## src/rtl/mips_cpu_divider_if.sv

```systemverilog
// Handshake and operand/result bundle between the control unit (master)
// and the sequential divider (slave).
interface mips_cpu_divider_if #(
    parameter int WIDTH = 32
);
    logic             start;
    logic             signdiv;
    logic [WIDTH-1:0] a;
    logic [WIDTH-1:0] b;
    logic [WIDTH-1:0] q;
    logic [WIDTH-1:0] r;
    logic             busy;
    logic             done;

    modport master (
        output start, signdiv, a, b,
        input  q, r, busy, done
    );

    modport slave (
        input  start, signdiv, a, b,
        output q, r, busy, done
    );
endinterface

```

## src/rtl/mips_cpu_divider.sv

```systemverilog
// Restoring divider for DIV/DIVU: one quotient bit per cycle, sign fix-up at the end.
// Define MIPS_DIV_ZERO_SHORTCUT_EN to skip the iteration loop when the divisor is zero.
module mips_cpu_divider #(
    parameter int WIDTH = 32
) (
    input  logic               clk,
    input  logic               reset,
    mips_cpu_divider_if.slave  div
);
    localparam int CW = (WIDTH > 1) ? $clog2(WIDTH) : 1;
    localparam logic [CW-1:0] LAST = CW'(WIDTH - 1);

    typedef enum logic [1:0] {IDLE, RUN, FIX, DONE} state_t;

    state_t           state;
    logic [CW-1:0]    count;
    logic             sa;
    logic             sb;
    logic [WIDTH-1:0] a_raw;
    logic [WIDTH-1:0] bmag;
    logic [WIDTH-1:0] dvd;
    logic [WIDTH-1:0] rem;
    logic [WIDTH-1:0] q_reg;
    logic [WIDTH-1:0] r_reg;
    logic             busy_reg;
    logic             done_reg;

    logic             a_neg;
    logic             b_neg;
    logic [WIDTH:0]   rem_sh;
    logic [WIDTH:0]   trial;
    logic             borrow;
    logic [WIDTH-1:0] q_fix;
    logic [WIDTH-1:0] r_fix;

    // Bit WIDTH of the trial subtract is the borrow: rem_sh < 2*bmag keeps it exact.
    always_comb begin
        a_neg  = div.a[WIDTH-1] & div.signdiv;
        b_neg  = div.b[WIDTH-1] & div.signdiv;
        rem_sh = {rem, dvd[WIDTH-1]};
        trial  = rem_sh - {1'b0, bmag};
        borrow = trial[WIDTH];
        q_fix  = (sa ^ sb) ? -dvd : dvd;
        r_fix  = sa ? -rem : rem;
        if (bmag == '0) begin
            q_fix = '1;
            r_fix = a_raw;
        end
    end

    // NOTE: all state below uses non-blocking assignments so every register
    // samples pre-edge values, independent of statement order.
    always_ff @(posedge clk) begin
        if (reset) begin
            state    <= IDLE;
            count    <= '0;
            sa       <= 1'b0;
            sb       <= 1'b0;
            a_raw    <= '0;
            bmag     <= '0;
            dvd      <= '0;
            rem      <= '0;
            q_reg    <= '0;
            r_reg    <= '0;
            busy_reg <= 1'b0;
            done_reg <= 1'b0;
        end else begin
            case (state)
                IDLE: begin
                    if (div.start) begin
                        sa       <= a_neg;
                        sb       <= b_neg;
                        a_raw    <= div.a;
                        dvd      <= a_neg ? -div.a : div.a;
                        bmag     <= b_neg ? -div.b : div.b;
                        rem      <= '0;
                        count    <= '0;
                        busy_reg <= 1'b1;
`ifdef MIPS_DIV_ZERO_SHORTCUT_EN
                        state    <= (div.b == '0) ? FIX : RUN;
`else
                        state    <= RUN;
`endif
                    end
                end
                RUN: begin
                    rem   <= borrow ? rem_sh[WIDTH-1:0] : trial[WIDTH-1:0];
                    dvd   <= {dvd[WIDTH-2:0], ~borrow};
                    count <= count + CW'(1);
                    if (count == LAST) begin
                        state <= FIX;
                    end
                end
                FIX: begin
                    q_reg    <= q_fix;
                    r_reg    <= r_fix;
                    busy_reg <= 1'b0;
                    done_reg <= 1'b1;
                    state    <= DONE;
                end
                DONE: begin
                    done_reg <= 1'b0;
                    state    <= IDLE;
                end
                default: state <= IDLE;
            endcase
        end
    end

    assign div.q    = q_reg;
    assign div.r    = r_reg;
    assign div.busy = busy_reg;
    assign div.done = done_reg;
endmodule

```

## src/flat_wrapper.sv

```systemverilog
// flat-port wrapper written by rule: the top's interface ports become plain ports
module mips_cpu_divider_flat 
#(
    parameter int WIDTH = 32
)
  (clk, reset, div_start, div_signdiv, div_a, div_b, div_q, div_r, div_busy, div_done);
  mips_cpu_divider_if #(.WIDTH(WIDTH)) div_i ();
  input  logic clk;
  input  logic reset;
  input wire logic [$bits(div_i.start)-1:0] div_start;
  input wire logic [$bits(div_i.signdiv)-1:0] div_signdiv;
  input wire logic [$bits(div_i.a)-1:0] div_a;
  input wire logic [$bits(div_i.b)-1:0] div_b;
  output wire logic [$bits(div_i.q)-1:0] div_q;
  output wire logic [$bits(div_i.r)-1:0] div_r;
  output wire logic [$bits(div_i.busy)-1:0] div_busy;
  output wire logic [$bits(div_i.done)-1:0] div_done;
  assign div_i.start = div_start;
  assign div_i.signdiv = div_signdiv;
  assign div_i.a = div_a;
  assign div_i.b = div_b;
  assign div_q = div_i.q;
  assign div_r = div_i.r;
  assign div_busy = div_i.busy;
  assign div_done = div_i.done;
  mips_cpu_divider #(.WIDTH(WIDTH)) u_core (.clk(clk), .reset(reset), .div(div_i));
endmodule
```

## config.mk

```make
export PLATFORM = sky130hd
export DESIGN_NAME = mips_cpu_divider_flat
export DESIGN_NICKNAME = d
export VERILOG_FILES = /design/src/rtl/mips_cpu_divider_if.sv /design/src/rtl/mips_cpu_divider.sv /design/src/flat_wrapper.sv
export SDC_FILE = /design/constraint.sdc
export NUM_CORES = 1
export LEC_CHECK = 0
export ABC_AREA = 0
export ABC_CLOCK_PERIOD_IN_PS = 6200
export BUFFER_PORTS_ARGS = -buffer_cell sky130_fd_sc_hd__buf_2
export CORE_ASPECT_RATIO = 0.8
export CORE_MARGIN = 4
export CORE_UTILIZATION = 35
export DETAILED_ROUTE_END_ITERATION = 12
export PLACE_DENSITY = 0.51
export SYNTH_ARGS = -nofsm -noshare
export SYNTH_HDL_FRONTEND = slang
export SYNTH_SLANG_ARGS = --single-unit
```

## constraint.sdc

```tcl
create_clock -name clk -period 6.2 [get_ports clk]
set_clock_uncertainty 0.1 [all_clocks]
set_input_delay 0.93 -clock clk [delete_from_list [all_inputs] [get_ports clk]]
set_output_delay 0.93 -clock clk [all_outputs]
set_load 0.1 [all_outputs]
```

[Yosys cells after proc, flatten, opt, wreduce, memory -nomap -nowiden]
Index checks and enable logic that the tools add are counted.
Operators by class
  multiplexer cells: 19
  reductions and logical operators: 9
  bitwise gates (word level): 4
  equality and inequality tests: 6
  add/sub/neg operators: 6
Operators by type and width (count)
  32-bit 2-to-1 mux: 9
  32-bit negator: 4
  32-bit case mux with 2 select lines: 2
  33-bit by 32-bit subtractor with 33-bit output: 1
  32-bit zero test: 1
  5-bit case mux with 2 select lines: 1
  2-bit case mux with 4 select lines: 1
  2-bit AND reduction: 4
  2-bit nonzero test: 3
  5-bit by 1-bit adder with 5-bit output, second input constant: 1
  5-bit equality test, second input constant: 1
  5-bit 2-to-1 mux: 1
  2-bit equality test, second input constant: 2
  2-bit 2-to-1 mux: 2
  1-bit case mux with 2 select lines: 2
  1-bit bitwise AND: 2
  2-bit by 1-bit equality test with 1-bit output, second input constant: 1
  2-bit zero test: 1
  2-bit by 1-bit inequality test with 1-bit output, second input constant: 1
  2-bit inequality test, second input constant: 1
  1-bit 2-to-1 mux: 1
  1-bit NOT: 1
  1-bit XOR: 1
Storage, ports and cells
  input bits: 68
  output and inout port bits: 66
  word-level logic and storage cells: 56
  register bits: 203

[Logic depth before layout (Yosys ltp)]
Gate-level depths: netlist of the first run.
  depth in word-level cells: 4
  depth in mapped cells: 14
  mapped depth without buffers: 12

[Least setup slack after synthesis of the first run]
No wires, ideal clock.
  path kind: input to register
  start: input port div_b[8]
  end: register u_core.bmag[29]
  library setup time: 0.130 ns
  buffers on the path: 0
  data required time: 5.970 ns
  data arrival time: 3.032 ns
  slack: 2.937 ns
  cell stages on the path: 9
  path through: or4_4 > or4_4 > nor3_4 > and2_4 > nand2_2 > or2_4 > o41ai_2 > xor2_1 > o31ai_1
Between the ends
  longest elaborated chain between the ends: 2
RTL lines
  start: declaration: line flat_wrapper.sv:13  | input wire logic [$bits(div_i.b)-1:0] div_b;
  32-bit negator: line mips_cpu_divider.sv:75  | bmag <= b_neg ? -div.b : div.b;
  32-bit 2-to-1 mux: line mips_cpu_divider.sv:75
  end signal: assignment: line mips_cpu_divider.sv:75
  end: declaration: line mips_cpu_divider.sv:20  | logic [WIDTH-1:0] bmag;
No other way between the ends.
A chain may end at the register's enable or synchronous reset.

[Worst setup path in the final report of the first run]
  start: register u_core.rem[18]
  end: register u_core.rem[1]
Between the ends
  longest elaborated chain between the ends: 3
RTL lines
  start: declaration: line mips_cpu_divider.sv:22  | logic [WIDTH-1:0] rem;
  start signal: assignment: line mips_cpu_divider.sv:87  | rem <= borrow ? rem_sh[WIDTH-1:0] : trial[WIDTH-1:0];
  33-bit by 32-bit subtractor with 33-bit output: line mips_cpu_divider.sv:41  | trial = rem_sh - {1'b0, bmag};
  32-bit 2-to-1 mux: line mips_cpu_divider.sv:87
  32-bit case mux with 2 select lines: line mips_cpu_divider.sv:68  | case (state)
No other way between the ends.

==> results of run 1 <==
==> cell families after synthesis <==
logic type                 share of synthesized area (%)
AOI/OAI and AO/OA                                  22.33
xor gates and xnor gates                           10.17
adders and majority gates                          4.428
buffers and inverters                              4.936
DFF                                                32.99
muxes                                              4.316
and+or+nand+nor                                    20.83
==> cell usage in the layout, fill, tap and decap left out, types with 16 or more instances in the layout <==
cell type and count:
a211oi_1 43, a21oi_1 105, buf_2 132, clkbuf_16 25, dfxtp_1 203, ha_1 41
inv_1 49, mux2i_1 52, nand2_1 224, nand3_1 22, nor2_1 190, nor3_1 35
nor4_1 16, o211ai_1 19, o21ai_0 104, o22ai_1 17, o31ai_1 28, xnor2_1 65
xor2_1 78
==> area by class of cell <==
class	instances	area (sq um)
fill	3608	20580
multi-input combinational	1239	7697
sequential	203	4064
timing repair buffer	147	773.2
clock buffer	35	713.2
tap	472	590.6
inverter	49	183.9
clock inverter	9	126.4
==> metal layers <==
| layer | vias up | part of all wire (%) | wire [um] |
|---|---|---|---|
| met1 | 5568 | 53 | 21210 |
| met3 | 50 | 5.4 | 2179 |
| met5 | - | 0 | 0 |
| met2 | 325 | 40 | 16240 |
| li1 | 5825 | - | - |
| met4 | 0 | 1.4 | 560 |
==> cell usage after synthesis (5+ instances only) <==
library cell / instances / area share, %
nand2_1: 224 / 6.8
dfxtp_1: 203 / 33
nor2_1: 192 / 5.9
a21oi_1: 106 / 4.3
o21ai_0: 104 / 4.2
clkbuf_1: 87 / 2.7
xor2_1: 78 / 5.5
xnor2_1: 65 / 4.6
mux2i_1: 52 / 4.2
inv_1: 49 / 1.5
a211oi_1: 43 / 2.6
ha_1: 42 / 4.3
nor3_1: 35 / 1.4
o31ai_1: 28 / 1.7
nand3_1: 22 / 0.89
o211ai_1: 19 / 1.2
o22ai_1: 17 / 0.86
nor4_1: 16 / 0.81
a222oi_1: 15 / 1.2
or3_1: 15 / 0.76
or4_1: 14 / 0.85
o41ai_1: 13 / 0.92
a31oi_1: 12 / 0.61
nand2b_1: 11 / 0.56
nand4_1: 11 / 0.56
a21o_1: 10 / 0.61
o21a_1: 9 / 0.55
and3_1: 8 / 0.41
o21ai_1: 8 / 0.33
a311oi_1: 6 / 0.43
nor2b_1: 6 / 0.30
a2111oi_0: 5 / 0.36
buf_1: 5 / 0.15
==> metrics by stage <==
step,utilization [%],instances
after floorplan,-,1591
after global routing,40.74,2154
after CTS,40.74,2154
after detailed placement,38.32,2110
after global placement,38.32,2110
final,40.74,2154
==> power by group through the flow <==
stage | clock network (uW) | registers (uW) | logic, uW
global route | 1610 | 1870 | 3260
floorplan | 0 | 2520 | 1600
finish | 1520 | 1830 | 3000
detailed placement | 0 | 1850 | 2980
global placement | 0 | 1840 | 2990
CTS | 1560 | 1820 | 2990
==> worst paths after layout <==
path | startpoint | end | slack, ns | depth (start not counted)
max | u_core.rem[18] | u_core.rem[1] | 1.84 | 11
min | u_core.a_raw[3] | u_core.a_raw[3] | 0.35 | 2
max reg2reg | u_core.rem[18] | u_core.rem[1] | 1.84 | 11
min reg2reg | u_core.a_raw[3] | u_core.a_raw[3] | 0.35 | 2
==> tightest hold or removal path: stages (launching register included) <==
cell and delay [ns]:
dfxtp_1 0.31, nand2_1 0.05, a21oi_1 0.05
==> results.toml, run 1 <==
[power_and_ir_drop]
sw_frac_of_total_pct = 47.25
pwr_density_cell_nw_per_um2 = 448.4
pwr-share-seq_pct = 28.8
total_power_uw = 6345
p_int_uw = 3347
ir_drop_uv = 336.8
clkPwrFrac_pct = 23.9
power_leakage_uw = 0.005583
p_sw_uw = 2998
power_frac_comb_pct = 47.3

[layout]
drive_gt1_share_pct = 12.72
n_antenna_cell = 0
syn_to_final_growth_pct = 14.85
final_nets = 1776
final_area_sq_um = 14150

[logic_synthesis]
async_flop_share_pct = 0
netlist-cell-type-count = 71
syn-num-nets = 1702
synthesis.area_sq_um = 12320
synth_cells = 1591
synth-main-ff-cell = "dfxtp_1"
yosys_warnings = 0
ys_seq_elements = 203
avgSynthCellArea_sq_um = 7.743
synth.yosys.seq_area_share_pct = 32.99
synth_edf_count = 0

[setup_path]
crit_buf_inv = 1
start_kind = "flip-flop"
critical-path-top-delay-family = "compound AO/OA/AOI/OAI gates"
path_class = "reg -> reg"
crit_chain = "ha_1 > a21oi_1 > nor2_1 > or3_1 > o41ai_2 > o21a_2 > o21ai_2 > o311ai_4 > buf_4 > mux2_2 > o21ai_0"
cp_max_fo = 22
end_kind = "flip-flop"
critPathArrivalTime_ns = 4.70
slowest_delay_ns = 0.86
cp.required_ns = 6.55
cp_slowest_cell = "o311ai_4"

[cts]
cts_buffers = 25
cts.sinks = 203
root_buffer = "clkbuf_16"
cts_resized = 0
cts_hold_buf = 0
htreeDepth = 1
clk_pin_slew_ns = 0.06
clock_path_buffers = 3
clk-insertion-delay-late_ns = 0.54
cts_setup_buffers = 0
cts_tree = "done"

[placed_design]
io_buffers = 133
preCtsSetupSlack_ns = 1.878
dp_hpwl_um = 29770
gp_congestion = 0.8739
post_dp_cell_area_sq_um = 13310

[grt]
gr-usage-met2_pct = 28.75
grt_use_met3_pct = 2.802
antenna_found_initial = 0
grt_pass1_wl_um = 63000
grt_max_degree = 92
grt_util_met1_pct = 32.73
top_usage_layer = "met1"
grt_overflow = 0
first_global_vias = 10860
track_usage_pct = 20.28

[sta]
period_needed_ns = 4.357
tightest_slew_ns = 1.147
period_share_pct = 70.28
hold_viol = 0
slew_headroom_pct = 23.35
fin_ws_ns = 1.843
slew_viol_final = 0
setup_tns_ns = 0
fmax_mhz = 229.5
finalSetupViolCount = 0
rsz0062_at_grt = "no"
holdWs_ns = 0.3533

[drt]
dr.pass1.iters = 5
wire_per_inst_um = 18.66
via_per_inst = 5.463
drt_iter0_drc = 999
wl_um = 40190
drc_errors = 0
postRouteAntennaNets = 0
num_vias = 11770

[job]
maxCapViolCount = 0

[floorplanning]
core-area_sq_um = 34730
initial_core_util_pct = 35.47
die_height_um = 175.8
die_w_um = 217.8
dieArea_sq_um = 38280
pin_count = 134
rows = 61

[run_status]
status = "completed"

[worst_hold_path]
holdCritPathClass = "reg -> reg"
(Power assumes the default switching activity.)
==> run 2, diff against run 1 <==
--- a/config.mk
+++ b/config.mk
@@ -5,8 +5,8 @@
 export SDC_FILE = /design/constraint.sdc
 export NUM_CORES = 1
 export LEC_CHECK = 0
-export ABC_AREA = 0
-export ABC_CLOCK_PERIOD_IN_PS = 6200
+export ABC_AREA = 1
+export ABC_CLOCK_PERIOD_IN_PS = 4490
 export BUFFER_PORTS_ARGS = -buffer_cell sky130_fd_sc_hd__buf_2
 export CORE_ASPECT_RATIO = 0.8
 export CORE_MARGIN = 4
==> constraint.sdc (replaced) <==
create_clock -name clk -period 4.49 [get_ports clk]
set_clock_uncertainty 0.1 [all_clocks]
set_input_delay 0.6735 -clock clk [delete_from_list [all_inputs] [get_ports clk]]
set_output_delay 0.6735 -clock clk [all_outputs]
set_load 0.1 [all_outputs]
==> run 2 against run 1 <==
  * Fmax grew 31%
  * Critical path type unchanged
  * Count of clock-buffer cells in the layout shrank 7
  * Non-clock buffer count grew 2
  * Largest cell class unchanged
  * Die area grew 17%
==> results.toml, run 2 <==
[logic_synthesis]
synthTopCellsByCount = "nand2_1 (672), inv_1 (344), nor2_1 (212), a21oi_1 (205), dfxtp_1 (203)"
synthesis.area_sq_um = 14500
synth.most_common_cell = "nand2_1"
synth_cells = 2409
synth_edf_count = 0
synth.area.top_cells = "dfxtp_1 (28%), nand2_1 (17%), inv_1 (8.9%), a21oi_1 (7.1%), nand3_1 (6.6%)"
synth.yosys.seq_area_share_pct = 28.02
synth-main-ff-cell = "dfxtp_1"
synth.largest_area_cell = "dfxtp_1"
yosys_warnings = 0
yosys.area.top_type_share_pct = 28.02
async_flop_share_pct = 0
ys_seq_elements = 203
avgSynthCellArea_sq_um = 6.020
syn-num-nets = 2520
netlist-cell-type-count = 47

[layout]
n_fill_cell = 4576
drive_gt1_share_pct = 11.13
n_antenna_cell = 0
syn_to_final_growth_pct = 13.18
final_nets = 2601
final_area_sq_um = 16410
final_common_cell = "nand2_1"
final_cell_mix = "nand2_1 (671), inv_1 (341), nor2_1 (211), a21oi_1 (205), dfxtp_1 (203)"

[sta]
fmax_mhz = 299.9
setup_tns_ns = 0
tightest_slew_ns = 1.057
hold_viol = 0
slew_headroom_pct = 29.51
holdWs_ns = 0.3246
period_needed_ns = 3.335
finalSetupViolCount = 0
slew_viol_final = 0
rsz0062_at_grt = "no"
period_share_pct = 74.27

[grt]
grt_overflow = 0
grt_max_degree = 73
grt_pass1_wl_um = 82680
antenna_found_initial = 1
track_usage_pct = 23.14
first_global_vias = 14390

[cts]
cts_setup_buffers = 0
cts.sinks = 203
cts_resized = 0
clk_pin_slew_ns = 0.06
cts_hold_buf = 0
clk-insertion-delay-late_ns = 0.54
root_buffer = "clkbuf_16"
htreeDepth = 1
cts_buffers = 24
cts_tree = "done"
clock_path_buffers = 3

[placed_design]
dp_hpwl_um = 42480
io_buffers = 133
gp_congestion = 0.9461
post_dp_cell_area_sq_um = 15580

[power_and_ir_drop]
pwr_density_cell_nw_per_um2 = 626.3
ir_drop_uv = 496.8
power_leakage_uw = 0.008120

[floorplanning]
pin_count = 134
core-area_sq_um = 40790
die_height_um = 190.1
initial_core_util_pct = 35.55
dieArea_sq_um = 44780
rows = 66
die_w_um = 235.6

[setup_path]
cp.required_ns = 4.85
crit_chain = "inv_1 > ha_1 > buf_4 > inv_1 > o21ai_1 > inv_2 > buf_4 > nand2_1 > a21oi_2"
crit_buf_inv = 5
start_kind = "flip-flop"
slowest_delay_ns = 0.73
critical-path-top-delay-family = "buffers and inverters"
path_class = "reg -> reg"
cp_slowest_cell = "inv_2"
end_kind = "flip-flop"
critPathArrivalTime_ns = 3.69
cp_max_fo = 52

[drt]
num_vias = 15510
drc_errors = 0
wl_um = 53590
wire_per_inst_um = 17.57
drt_iter0_drc = 1381
via_per_inst = 5.086
postRouteAntennaNets = 0
dr.pass1.iters = 6

[worst_hold_path]
holdCritPathClass = "in -> reg"

[job]
maxCapViolCount = 0

[run_status]
status = "completed"
-- run 2: changes by cell type after synthesis, moves of 46 or more --
cell and delta:
nand2_1 +448, inv_1 +295, nand3_1 +170, a21oi_1 +99, xnor2_1 -54, mux2i_1 -52, o21ai_0 +46
-- run 2: metal layers --
metal	wire length (um)	global-route usage, %	vias up
met5	0	0	-
met4	707	3.319	0
met3	4298	5.261	44
met2	20590	31.96	439
met1	27990	36.78	7138
li1	-	-	7891
-- run 2: worst min-delay path: stages --
cell,delay (ns)
buf_2,0.11
nand3_1,0.08
a21oi_1,0.05
-- run 2: final cells by class --
type	count	area, sq um	area share [%]
Clock buffer	28	656.9	4.002
Clock inverter	14	181.4	1.105
Inverter	357	1340	8.164
Multi-Input combinational cell	1755	8703	53.02
Sequential cell	203	4064	24.76
Tap cell	544	680.7	4.147
Timing Repair Buffer	149	788.3	4.802
-- run 2: cell families (layout without fill, tap and decap cells) --
family / Yosys count / count (layout) / share of synthesized area, %
simple gates: 1210 / 1210 / 35.90
buf+inv: 451 / 548 / 12.02
compound gates: 441 / 441 / 16.62
flops: 203 / 203 / 28.02
xor+xnor: 61 / 61 / 3.684
fa+ha+maj: 43 / 43 / 3.762
-- run 2: power breakdown --
group / internal [uW] / total, uW / switching (uW)
Clock: 1270 / 2100 / 822
Sequential: 2220 / 2550 / 333
Combinational: 1400 / 5630 / 4230
Total: 4890 / 10300 / 5390
-- run 2: worst paths after layout --
path / endpoint / depth (start not counted) / slack (ns) / start
worst min-delay path: u_core.bmag[31] / 3 / 0.32 / div_b[31]
worst max-delay path: u_core.rem[12] / 9 / 1.16 / u_core.state[1]
worst max register to register: u_core.rem[12] / 9 / 1.16 / u_core.state[1]
worst min register to register: u_core.a_raw[21] / 2 / 0.36 / u_core.a_raw[21]
-- run 2: stage by stage --
stage	utilization [%]	worst slack, ns	cells	total power, uW
6_report	40.24	1.155	3050	10280
5_1_grt	40.24	0.8967	3050	11030
4_1_cts	40.24	1.181	3050	10270
3_5_place_dp	38.18	1.223	3008	8128
3_3_place_gp	38.18	1.326	3008	8101
2_1_floorplan	-	2.123	2409	6680
==> run 3, diff against run 2 <==
--- a/config.mk
+++ b/config.mk
@@ -6,7 +6,7 @@
 export NUM_CORES = 1
 export LEC_CHECK = 0
 export ABC_AREA = 1
-export ABC_CLOCK_PERIOD_IN_PS = 4490
+export ABC_CLOCK_PERIOD_IN_PS = 3300
 export BUFFER_PORTS_ARGS = -buffer_cell sky130_fd_sc_hd__buf_2
 export CORE_ASPECT_RATIO = 0.8
 export CORE_MARGIN = 4
==> constraint.sdc (replaced) <==
create_clock -name clk -period 3.3 [get_ports clk]
set_clock_uncertainty 0.1 [all_clocks]
set_input_delay 0.495 -clock clk [delete_from_list [all_inputs] [get_ports clk]]
set_output_delay 0.495 -clock clk [all_outputs]
set_load 0.1 [all_outputs]
==> run 3 against run 2 <==
  * Critical path depth grew 8
  * Global-route usage decreased by 0.083 points
  * Utilization is 0.40 points higher
  * Largest power group unchanged
  * Highest routed layer unchanged
==> results.toml, run 3 (same netlist as run 2, synthesis figures left out) <==
[sta]
setup_tns_ns = 0
fin_ws_ns = 0.4997
fmax_mhz = 357.1
period_needed_ns = 2.800
slew_viol_final = 0
slew_headroom_pct = 49.62
holdWs_ns = 0.1330
period_share_pct = 84.86
finalSetupViolCount = 0
hold_viol = 0
tightest_slew_ns = 0.7499
rsz0062_at_grt = "no"

[drt]
num_vias = 15810
postRouteAntennaNets = 0
dr.pass1.iters = 5
wire_per_inst_um = 17.64
drt_iter0_drc = 1599
wl_um = 53990
drc_errors = 0
via_per_inst = 5.165

[run_status]
status = "completed"

[cts]
root_buffer = "clkbuf_16"
cts_resized = 0
clk_pin_slew_ns = 0.06
cts_buffers = 24
clk-insertion-delay-late_ns = 0.55
cts_tree = "done"
htreeDepth = 1
clock_path_buffers = 3
cts_hold_buf = 0
cts_setup_buffers = 0
cts.sinks = 203

[setup_path]
critPathArrivalTime_ns = 3.09
critPathLaunch = "u_core.dvd[31]"
cp.required_ns = 3.59
start_kind = "flip-flop"
end_kind = "flip-flop"
path_class = "reg -> reg"
r2r-start = "u_core.dvd[31]"
cp_max_fo = 18

[layout]
final_common_cell = "nand2_1"
final_cell_mix = "nand2_1 (671), inv_1 (341), nor2_1 (211), a21oi_1 (205), dfxtp_1 (203)"
n_fill_cell = 4572
drive_gt1_share_pct = 11.44
n_antenna_cell = 0
syn_to_final_growth_pct = 14.32
multi_input_area_sq_um = 8703
seqCellArea_sq_um = 4064
final_nets = 2612

[floorplanning]
die_w_um = 235.6
initial_core_util_pct = 35.55
die_height_um = 190.1
core-area_sq_um = 40790
rows = 66
pin_count = 134
dieArea_sq_um = 44780

[grt]
gr-usage-met2_pct = 32.26
grt_pass1_wl_um = 82780
grt_max_degree = 84
grt_overflow = 0
first_global_vias = 14480
grt_use_met3_pct = 4.667
antenna_found_initial = 0
grt_util_met1_pct = 36.55
track_usage_pct = 23.06
top_usage_layer = "met1"

[worst_hold_path]
hp-start = "div_a[15]"
holdCritPathClass = "in -> reg"

[power_and_ir_drop]
pwr_density_cell_nw_per_um2 = 857.6
power_leakage_uw = 0.008210
ir_drop_uv = 675.5

[job]
maxCapViolCount = 0

[placed_design]
dp_hpwl_um = 42720
io_buffers = 133
preCtsSetupSlack_ns = 0.5530
gp_congestion = 0.9907
[run 3: cell count changes in the layout (fill, tap and decap cells not counted), sizes merged]
cell,before,now
clkbuf,28,31
bufinv,4,5
clkinvlp,3,0
buf,149,160
clkinv,8,7
[run 3: critical path, cell delays in order (launching register included)]
cell	delay, ns
dfxtp_1	0.34
inv_1	0.10
ha_1	0.24
fa_1	0.41
inv_1	0.11
nand2_1	0.06
nand2_1	0.08
nand3_1	0.09
nand2_2	0.12
nand2_2	0.07
nand2_2	0.09
nand2_4	0.08
nand2_4	0.11
nand2_8	0.12
nand2_4	0.27
nand2_1	0.10
nand3_1	0.10
a21oi_2	0.06
[run 3: metrics by stage]
stage          power [uW]  util [%]  cells  area, sq um
2_1_floorplan        9088         -   2409        14500
3_3_place_gp        11150     38.54   3019        15720
3_5_place_dp        11190     38.54   3019        15720
4_1_cts             14170     40.64   3061        16580
5_1_grt             15210     40.64   3061        16580
6_report            14220     40.64   3061        16580
[run 3: path summary, 6_finish.rpt]
kind / slack [ns] / cells after the start / end
worst min-delay path: 0.13 / 3 / u_core.a_raw[15]
worst max-delay path: 0.50 / 17 / u_core.rem[28]
worst min register to register: 0.36 / 2 / u_core.a_raw[8]
worst max register to register: 0.50 / 17 / u_core.rem[28]
[run 3: final cells by class]
cell class	count	area share [%]
Multi-Input combinational cell	1755	52.49
Clock inverter	11	1.155
Timing Repair Buffer	160	5.630
Clock buffer	31	4.022
Tap cell	544	4.105
Inverter	357	8.082
Sequential cell	203	24.51
[run 3: metal layers]
metal / vias to the layer above / wire, um
met5: - / 0
met4: 0 / 789
met3: 41 / 4599
met2: 523 / 20820
met1: 7339 / 27770
li1: 7907 / -
[run 3: power by group]
group	internal [uW]	switching (uW)	total [uW]	leakage, uW
clock network	1810	1120	2930	0.000425
logic	1990	5830	7820	0.00613
registers	3020	448	3470	0.00166
total	6820	7400	14200	0.00821
